--- config.mk ---
export PLATFORM = sky130hd
export DESIGN_NAME = ram_port_bridge_flat
export DESIGN_NICKNAME = d
export VERILOG_FILES = /design/src/rtl/ram_port_bridge_if.sv /design/src/rtl/ram_port_bridge.sv /design/src/flat_wrapper.sv
export SDC_FILE = /design/constraint.sdc
export NUM_CORES = 1
export LEC_CHECK = 0
export BUFFER_PORTS_ARGS = -buffer_cell sky130_fd_sc_hd__buf_2
export CAP_MARGIN = 20
export CORE_MARGIN = 1.5
export CORE_UTILIZATION = 40
export DETAILED_ROUTE_END_ITERATION = 16
export PLACE_DENSITY = 0.7
export SYNTH_ARGS = -nofsm -noshare
export SYNTH_HDL_FRONTEND = slang
export SYNTH_SLANG_ARGS = --single-unit
--- constraint.sdc ---
create_clock -name clk -period 4.9 [get_ports clk]
set_input_delay 0.98 -clock clk [delete_from_list [all_inputs] [get_ports clk]]
set_output_delay 0.98 -clock clk [all_outputs]
set_load 0.01 [all_outputs]
--- src/rtl/ram_port_bridge_if.sv ---
// Core-side req/gnt/rvalid bus between a load/store or fetch unit and the RAM port bridge.
// master = core (issues requests), slave = bridge (grants and responds).
interface ram_port_bridge_if;
  logic        req_i;
  logic        gnt_o;
  logic [31:0] addr_i;
  logic        we_i;
  logic [3:0]  be_i;
  logic [31:0] wdata_i;
  logic        rvalid_o;
  logic [31:0] rdata_o;
  logic        err_o;

  modport master (
    output req_i, addr_i, we_i, be_i, wdata_i,
    input  gnt_o, rvalid_o, rdata_o, err_o
  );

  modport slave (
    input  req_i, addr_i, we_i, be_i, wdata_i,
    output gnt_o, rvalid_o, rdata_o, err_o
  );
endinterface

--- src/rtl/ram_port_bridge.sv ---
// Bridges a core req/gnt/rvalid port onto one port of a 1-cycle-latency RAM: decode, range check,
// LFSR-driven bounded grant stalls, fixed 1-cycle response and in-range read/write counters.
module ram_port_bridge #(
  parameter int unsigned ADDR_WIDTH = 8,
  parameter logic [31:0] BASE_ADDR  = 32'h0000_0000,
  parameter logic [15:0] LFSR_SEED  = 16'hACE1,
  parameter int unsigned MAX_STALL  = 3
) (
  input  logic                    clk,
  input  logic                    rst,
  input  logic                    stall_en_i,
  ram_port_bridge_if.slave        core,
  output logic                    ram_en_o,
  output logic [ADDR_WIDTH-1:0]   ram_addr_o,
  output logic                    ram_we_o,
  output logic [3:0]              ram_be_o,
  output logic [31:0]             ram_wdata_o,
  input  logic [31:0]             ram_rdata_i,
  output logic [31:0]             rd_cnt_o,
  output logic [31:0]             wr_cnt_o
);

  // An all-zero Fibonacci LFSR would lock up, so a zero seed is promoted.
  localparam logic [15:0] SEED = (LFSR_SEED == 16'h0000) ? 16'h0001 : LFSR_SEED;

  logic [15:0] lfsr;
  logic [3:0]  stall_cnt;
  logic        stall;
  logic [31:0] off;
  logic        in_range;
  logic        rsp_vld;
  logic        rsp_err;
  logic        rsp_we;
  logic [31:0] rdata_q;
  logic [31:0] rdata_sel;

  assign off      = core.addr_i - BASE_ADDR;
  assign in_range = (off >> (ADDR_WIDTH + 2)) == 32'd0;

  assign stall = stall_en_i & core.req_i & (lfsr[1:0] == 2'b00)
               & (stall_cnt < 4'(MAX_STALL));

  assign core.gnt_o  = core.req_i & ~stall & ~rst;
  assign ram_en_o    = core.gnt_o & in_range;
  assign ram_we_o    = core.we_i & ram_en_o;
  assign ram_addr_o  = off[ADDR_WIDTH+1:2];
  assign ram_be_o    = core.be_i;
  assign ram_wdata_o = core.wdata_i;

  always_ff @(posedge clk) begin
    if (rst) begin
      lfsr      <= SEED;
      stall_cnt <= 4'd0;
    end else begin
      lfsr      <= {lfsr[14:0], lfsr[15] ^ lfsr[13] ^ lfsr[12] ^ lfsr[10]};
      stall_cnt <= stall ? stall_cnt + 4'd1 : 4'd0;
    end
  end

  always_ff @(posedge clk) begin
    if (rst) begin
      rsp_vld <= 1'b0;
      rsp_err <= 1'b0;
      rsp_we  <= 1'b0;
    end else begin
      rsp_vld <= core.gnt_o;
      rsp_err <= ~in_range;
      rsp_we  <= core.we_i;
    end
  end

  // RAM data arrives combinationally in the response cycle; the register only holds it afterwards.
  assign rdata_sel     = (rsp_err | rsp_we) ? 32'h0 : ram_rdata_i;
  assign core.rvalid_o = rsp_vld & ~rst;
  assign core.err_o    = core.rvalid_o & rsp_err;
  assign core.rdata_o  = rst ? 32'h0 : (rsp_vld ? rdata_sel : rdata_q);

  always_ff @(posedge clk) begin
    if (rst) begin
      rdata_q  <= 32'h0;
      rd_cnt_o <= 32'd0;
      wr_cnt_o <= 32'd0;
    end else if (rsp_vld) begin
      rdata_q <= rdata_sel;
      if (!rsp_err && !rsp_we) rd_cnt_o <= rd_cnt_o + 32'd1;
      if (!rsp_err &&  rsp_we) wr_cnt_o <= wr_cnt_o + 32'd1;
    end
  end

endmodule

--- src/flat_wrapper.sv ---
// flat-port wrapper written by rule: the top's interface ports become plain ports
module ram_port_bridge_flat 
#(
  parameter int unsigned ADDR_WIDTH = 8,
  parameter logic [31:0] BASE_ADDR  = 32'h0000_0000,
  parameter logic [15:0] LFSR_SEED  = 16'hACE1,
  parameter int unsigned MAX_STALL  = 3
)
  (clk, rst, stall_en_i, ram_en_o, ram_addr_o, ram_we_o, ram_be_o, ram_wdata_o, ram_rdata_i, rd_cnt_o, wr_cnt_o, core_req_i, core_addr_i, core_we_i, core_be_i, core_wdata_i, core_gnt_o, core_rvalid_o, core_rdata_o, core_err_o);
  ram_port_bridge_if core_i ();
  input  logic clk;
  input  logic rst;
  input  logic stall_en_i;
  output logic ram_en_o;
  output logic [ADDR_WIDTH-1:0] ram_addr_o;
  output logic ram_we_o;
  output logic [3:0] ram_be_o;
  output logic [31:0] ram_wdata_o;
  input  logic [31:0] ram_rdata_i;
  output logic [31:0] rd_cnt_o;
  output logic [31:0] wr_cnt_o;
  input wire logic [$bits(core_i.req_i)-1:0] core_req_i;
  input wire logic [$bits(core_i.addr_i)-1:0] core_addr_i;
  input wire logic [$bits(core_i.we_i)-1:0] core_we_i;
  input wire logic [$bits(core_i.be_i)-1:0] core_be_i;
  input wire logic [$bits(core_i.wdata_i)-1:0] core_wdata_i;
  output wire logic [$bits(core_i.gnt_o)-1:0] core_gnt_o;
  output wire logic [$bits(core_i.rvalid_o)-1:0] core_rvalid_o;
  output wire logic [$bits(core_i.rdata_o)-1:0] core_rdata_o;
  output wire logic [$bits(core_i.err_o)-1:0] core_err_o;
  assign core_i.req_i = core_req_i;
  assign core_i.addr_i = core_addr_i;
  assign core_i.we_i = core_we_i;
  assign core_i.be_i = core_be_i;
  assign core_i.wdata_i = core_wdata_i;
  assign core_gnt_o = core_i.gnt_o;
  assign core_rvalid_o = core_i.rvalid_o;
  assign core_rdata_o = core_i.rdata_o;
  assign core_err_o = core_i.err_o;
  ram_port_bridge #(.ADDR_WIDTH(ADDR_WIDTH), .BASE_ADDR(BASE_ADDR), .LFSR_SEED(LFSR_SEED), .MAX_STALL(MAX_STALL)) u_core (.clk(clk), .rst(rst), .stall_en_i(stall_en_i), .core(core_i), .ram_en_o(ram_en_o), .ram_addr_o(ram_addr_o), .ram_we_o(ram_we_o), .ram_be_o(ram_be_o), .ram_wdata_o(ram_wdata_o), .ram_rdata_i(ram_rdata_i), .rd_cnt_o(rd_cnt_o), .wr_cnt_o(wr_cnt_o));
endmodule
Yosys cells after proc, flatten, opt, wreduce, memory -nomap -nowiden --
Cells that the tools add are included.
Word-level totals: bits in registers 119, input port bits 105, logic and storage cells 40, output and inout bits 145
Operators by class: mux-type cells 3, add/subtract/negate cells 3, bitwise operators 16, magnitude comparators 1, reduce and logical (&&, ||, !) cells 9
Operator list (number):
- $mux 32 | 3
- $add 32x1->32 const B | 2
- $logic_not 32->1 | 1
- $and 1x1->1 | 9
- $add 4x1->4 const B | 1
- $lt 4x2->1 const B | 1
- $reduce_and 2->1 | 2
- $not 1->1 | 3
- $xor 1x1->1 | 3
- $logic_and 1x1->1 | 2
- $logic_not 1->1 | 2
- $logic_not 2->1 | 1
- $reduce_or 2->1 | 1
- $or 1x1->1 | 1

Logic depth before layout (Yosys ltp) --
depth in word-level cells 8, gate-level depth with buffers 7

Worst setup path after synthesis --
No wires, ideal clock.
kind in2out, from input rst, to output core_rdata_o[11], setup slack 1.709 ns, data required time 3.920 ns, stages 5, arrival time 2.211 ns, path through clkbuf_1 > clkbuf_1 > clkbuf_1 > buf_1 > nor2_1
On the way: word-level cells in the longest chain between the ends 1
RTL lines:
- start: declaration | line flat_wrapper.sv:12 | input logic rst;
- $mux 32 | line ram_port_bridge.sv:76 | assign core.rdata_o = rst ? 32'h0 : (rsp_vld ? rdata_sel : rdata_q);
- end: declaration | line flat_wrapper.sv:29 | output wire logic [$bits(core_i.rdata_o)-1:0] core_rdata_o;
No other way between the ends.

Worst setup path after layout --
from register u_core.rsp_vld, to output core_rdata_o[30]
On the way: word-level cells in the longest chain between the ends 2
RTL lines:
- start: declaration | line ram_port_bridge.sv:31 | logic rsp_vld;
- start signal: assignment | line ram_port_bridge.sv:66 | rsp_vld <= core.gnt_o;
- $mux 32 (2 in a row) | line ram_port_bridge.sv:76
No other way between the ends.

==> results.json <==
{
  "r2r_setup_slack_ns": 1.80,
  "p_leak_uw": 0.00270,
  "crit_path_start_kind": "register",
  "ant_nets": 0,
  "final_max_slew_viol_count": 0,
  "core_region_area_mm2": 0.0132,
  "worst_pin_slew_ns": 0.865,
  "cts.path.max_buffers": 2,
  "grt_max_degree": 73,
  "peakVddDrop_uv": 199,
  "path_class": "reg -> out",
  "skew_ns": 0.0119,
  "cp_max_fo": 35,
  "min_to": "u_core.lfsr[6]",
  "groute.usage.overall_pct": 18.1,
  "synth_cell_type_count": 42,
  "synth.yosys.warnings": 0,
  "cp.required_ns": 3.92,
  "finish.utilization_pct": 49.4,
  "drc": 0,
  "drt_pass1_iterations": 4,
  "rsz0062_at_grt": "false",
  "ys_seq_area_share_pct": 44.4,
  "grt-ovfl-total": 0,
  "ys_seq_elements": 119,
  "synth_ff_type": "dfxtp_1",
  "finalCritPeriodShare_pct": 70.2,
  "fillers": 1293,
  "min-delay-path-class": "reg -> reg",
  "die_w_um": 119,
  "drt-wirelength-per-cell_um": 13.9,
  "setup_tns_ns": 0,
  "cts-root-buf": "clkbuf_16",
  "synth_edf_count": 0,
  "die_area_mm2": 0.0141,
  "port_buffers": 159,
  "synth_cells": 623,
  "cts_inserted_buffers": 17,
  "num_rows": 42,
  "status": "finished clean",
  "htreeDepth": 4,
  "syn_to_final_growth_pct": 21.5,
  "r2r_end": "u_core.rd_cnt_o[24]",
  "vias_per_cell": 5.15,
  "holdBufCountCts": 0,
  "initial_core_util_pct": 40.7,
  "hpwl_um": 8620,
  "syn_avg_cell_area_um2": 8.61,
  "vias": 4709,
  "cts_tree": "yes",
  "io_pins": 250,
  "fmaxAchievable_mhz": 291,
  "crit_arrival_ns": 2.46,
  "whs_ns": 0.406,
  "yosysMostFrequentCell": "dfxtp_1",
  "post_cts_resized": 0,
  "hold_viol": 0,
  "fin_nets": 834,
  "wirelength_um": 12700,
  "grt_pass1_wl_um": 20400,
  "grt_pass1_vias": 4153,
  "first_iter_violations": 223,
  "relSlewSlack_pct": 42.2,
  "hold_path_depth": 1,
  "synthArstFlopShare_pct": 0,
  "die_y_um": 119,
  "drive_gt1_share_pct": 28.6,
  "cp-end-kind": "output pin",
  "clock_latency_ns": 0.42,
  "cts.sinks": 119,
  "synth.top_cell.area_share_pct": 44.4,
  "synth_common_cells": "119 x dfxtp_1, 66 x a21oi_1, 66 x nor2_1, 52 x nor2b_1, 45 x buf_4",
  "setup_violations": 0,
  "antenna_found_initial": 0,
  "cts_setup_buffers": 0,
  "drv_cap": 0,
  "reg2reg_depth": 4,
  "synthTopCellsByArea": "dfxtp_1 44%, buf_4 6.3%, a21oi_1 6.2%, nor2b_1 6.1%, nor2_1 4.6%",
  "timing.rr.start": "u_core.rsp_vld",
  "syn-cell-area_mm2": 0.00536,
  "hold_start": "u_core.lfsr[5]",
  "diodes": 0,
  "cp-startpoint": "u_core.rsp_vld",
  "pwr_density_cell_mw_per_mm2": 353,
  "clk_pin_slew_worst_paths_ns": 0.05,
  "gp_congestion": 0.801,
  "synth_area_leader_cell": "dfxtp_1",
  "finalCriticalPeriod_ns": 3.44
}
## per-stage QoR
stage          instances  cell area (um2)  power [uW]  worst slack [ns]
4_1_cts              914             6520        2320              1.37
6_report             914             6520        2300              1.46
3_3_place_gp         883             5940        1110              1.68
3_5_place_dp         883             5940        1110              1.64
5_1_grt              914             6520        2380              1.26
2_1_floorplan        624             5370        1100              1.71
## how the worst max path moves through the flow
| stage | to | slack [ns] | cells after the start |
|---|---|---|---|
| after floorplan | core_rdata_o[11] | 1.71 | 5 |
| after global placement | ram_we_o | 1.68 | 5 |
| after detailed placement | ram_we_o | 1.64 | 5 |
| after CTS | core_rdata_o[30] | 1.37 | 5 |
| after global routing | core_rdata_o[30] | 1.26 | 5 |
| final | core_rdata_o[30] | 1.46 | 5 |
## state kept, by name (all words and copies together) (netlist names)
name and flops:
u_core.lfsr 16, u_core.rd_cnt_o 32, u_core.rdata_q 32, u_core.rsp_err 1
u_core.rsp_vld 1, u_core.rsp_we 1, u_core.stall_cnt 4, u_core.wr_cnt_o 32
## critical path, cell delays in order, from the launching register on
cell and delay [ns]:
dfxtp_1 0.88, nor3b_2 0.29, buf_4 0.36, a21oi_1 0.12
nor2_1 0.19, buf_2 0.17
## metal layers
layer	vias up	part of all wire, %	track usage (%)
met1	2139	46	22.7
met2	164	44	26.9
li1	2363	-	-
met5	-	0	0
met3	43	7.0	6.32
met4	0	3.5	10.4
## power by group
group	internal (uW)	switching, uW	total, uW	leakage, uW
registers	988	11.2	999	0.000966
logic	42.6	49.8	92.4	0.00144
clock network	778	429	1210	0.000288
## placed cells by master (no fill, tap or decap), types with 3 or more instances in the layout
cell type,count
a21oi_1,66
and2_1,4
and3_1,3
and4_1,6
buf_2,158
buf_4,4
clkbuf_16,17
clkbuf_8,3
clkinv_2,7
dfxtp_1,119
ha_1,3
inv_1,8
mux2_2,7
nand2_1,26
nand3_1,21
nand4_1,17
nor2_1,66
nor2b_1,52
nor3_1,10
nor4_1,13
o21ai_0,11
o31ai_1,21
or2_2,9
or3_1,12
or4_1,28
xnor2_1,11
xor2_1,13
## cells by family after synthesis
logic type / after synthesis / synth area share, %
multiplexers: 9 / 1.87
buffers and inverters: 87 / 9.31
flip-flops: 119 / 44.4
other: 1 / 0.0699
AND/OR/NAND/NOR: 281 / 29.4
AO/OA/AOI/OAI: 99 / 10.3
XOR/XNOR: 24 / 3.92
adder cells (fa/ha/maj): 3 / 0.700
## cell type report
type	count	area, um2	share of cell area (%)
multi-input cells	418	2490	38.2
flip-flops and latches	119	2380	36.6
repair buffers	162	821	12.6
clock buffers	21	470	7.22
well taps	176	220	3.38
clock inverters	10	103	1.57
inverters	8	30.0	0.461
Note: power is estimated with default switching activity, not from simulation.
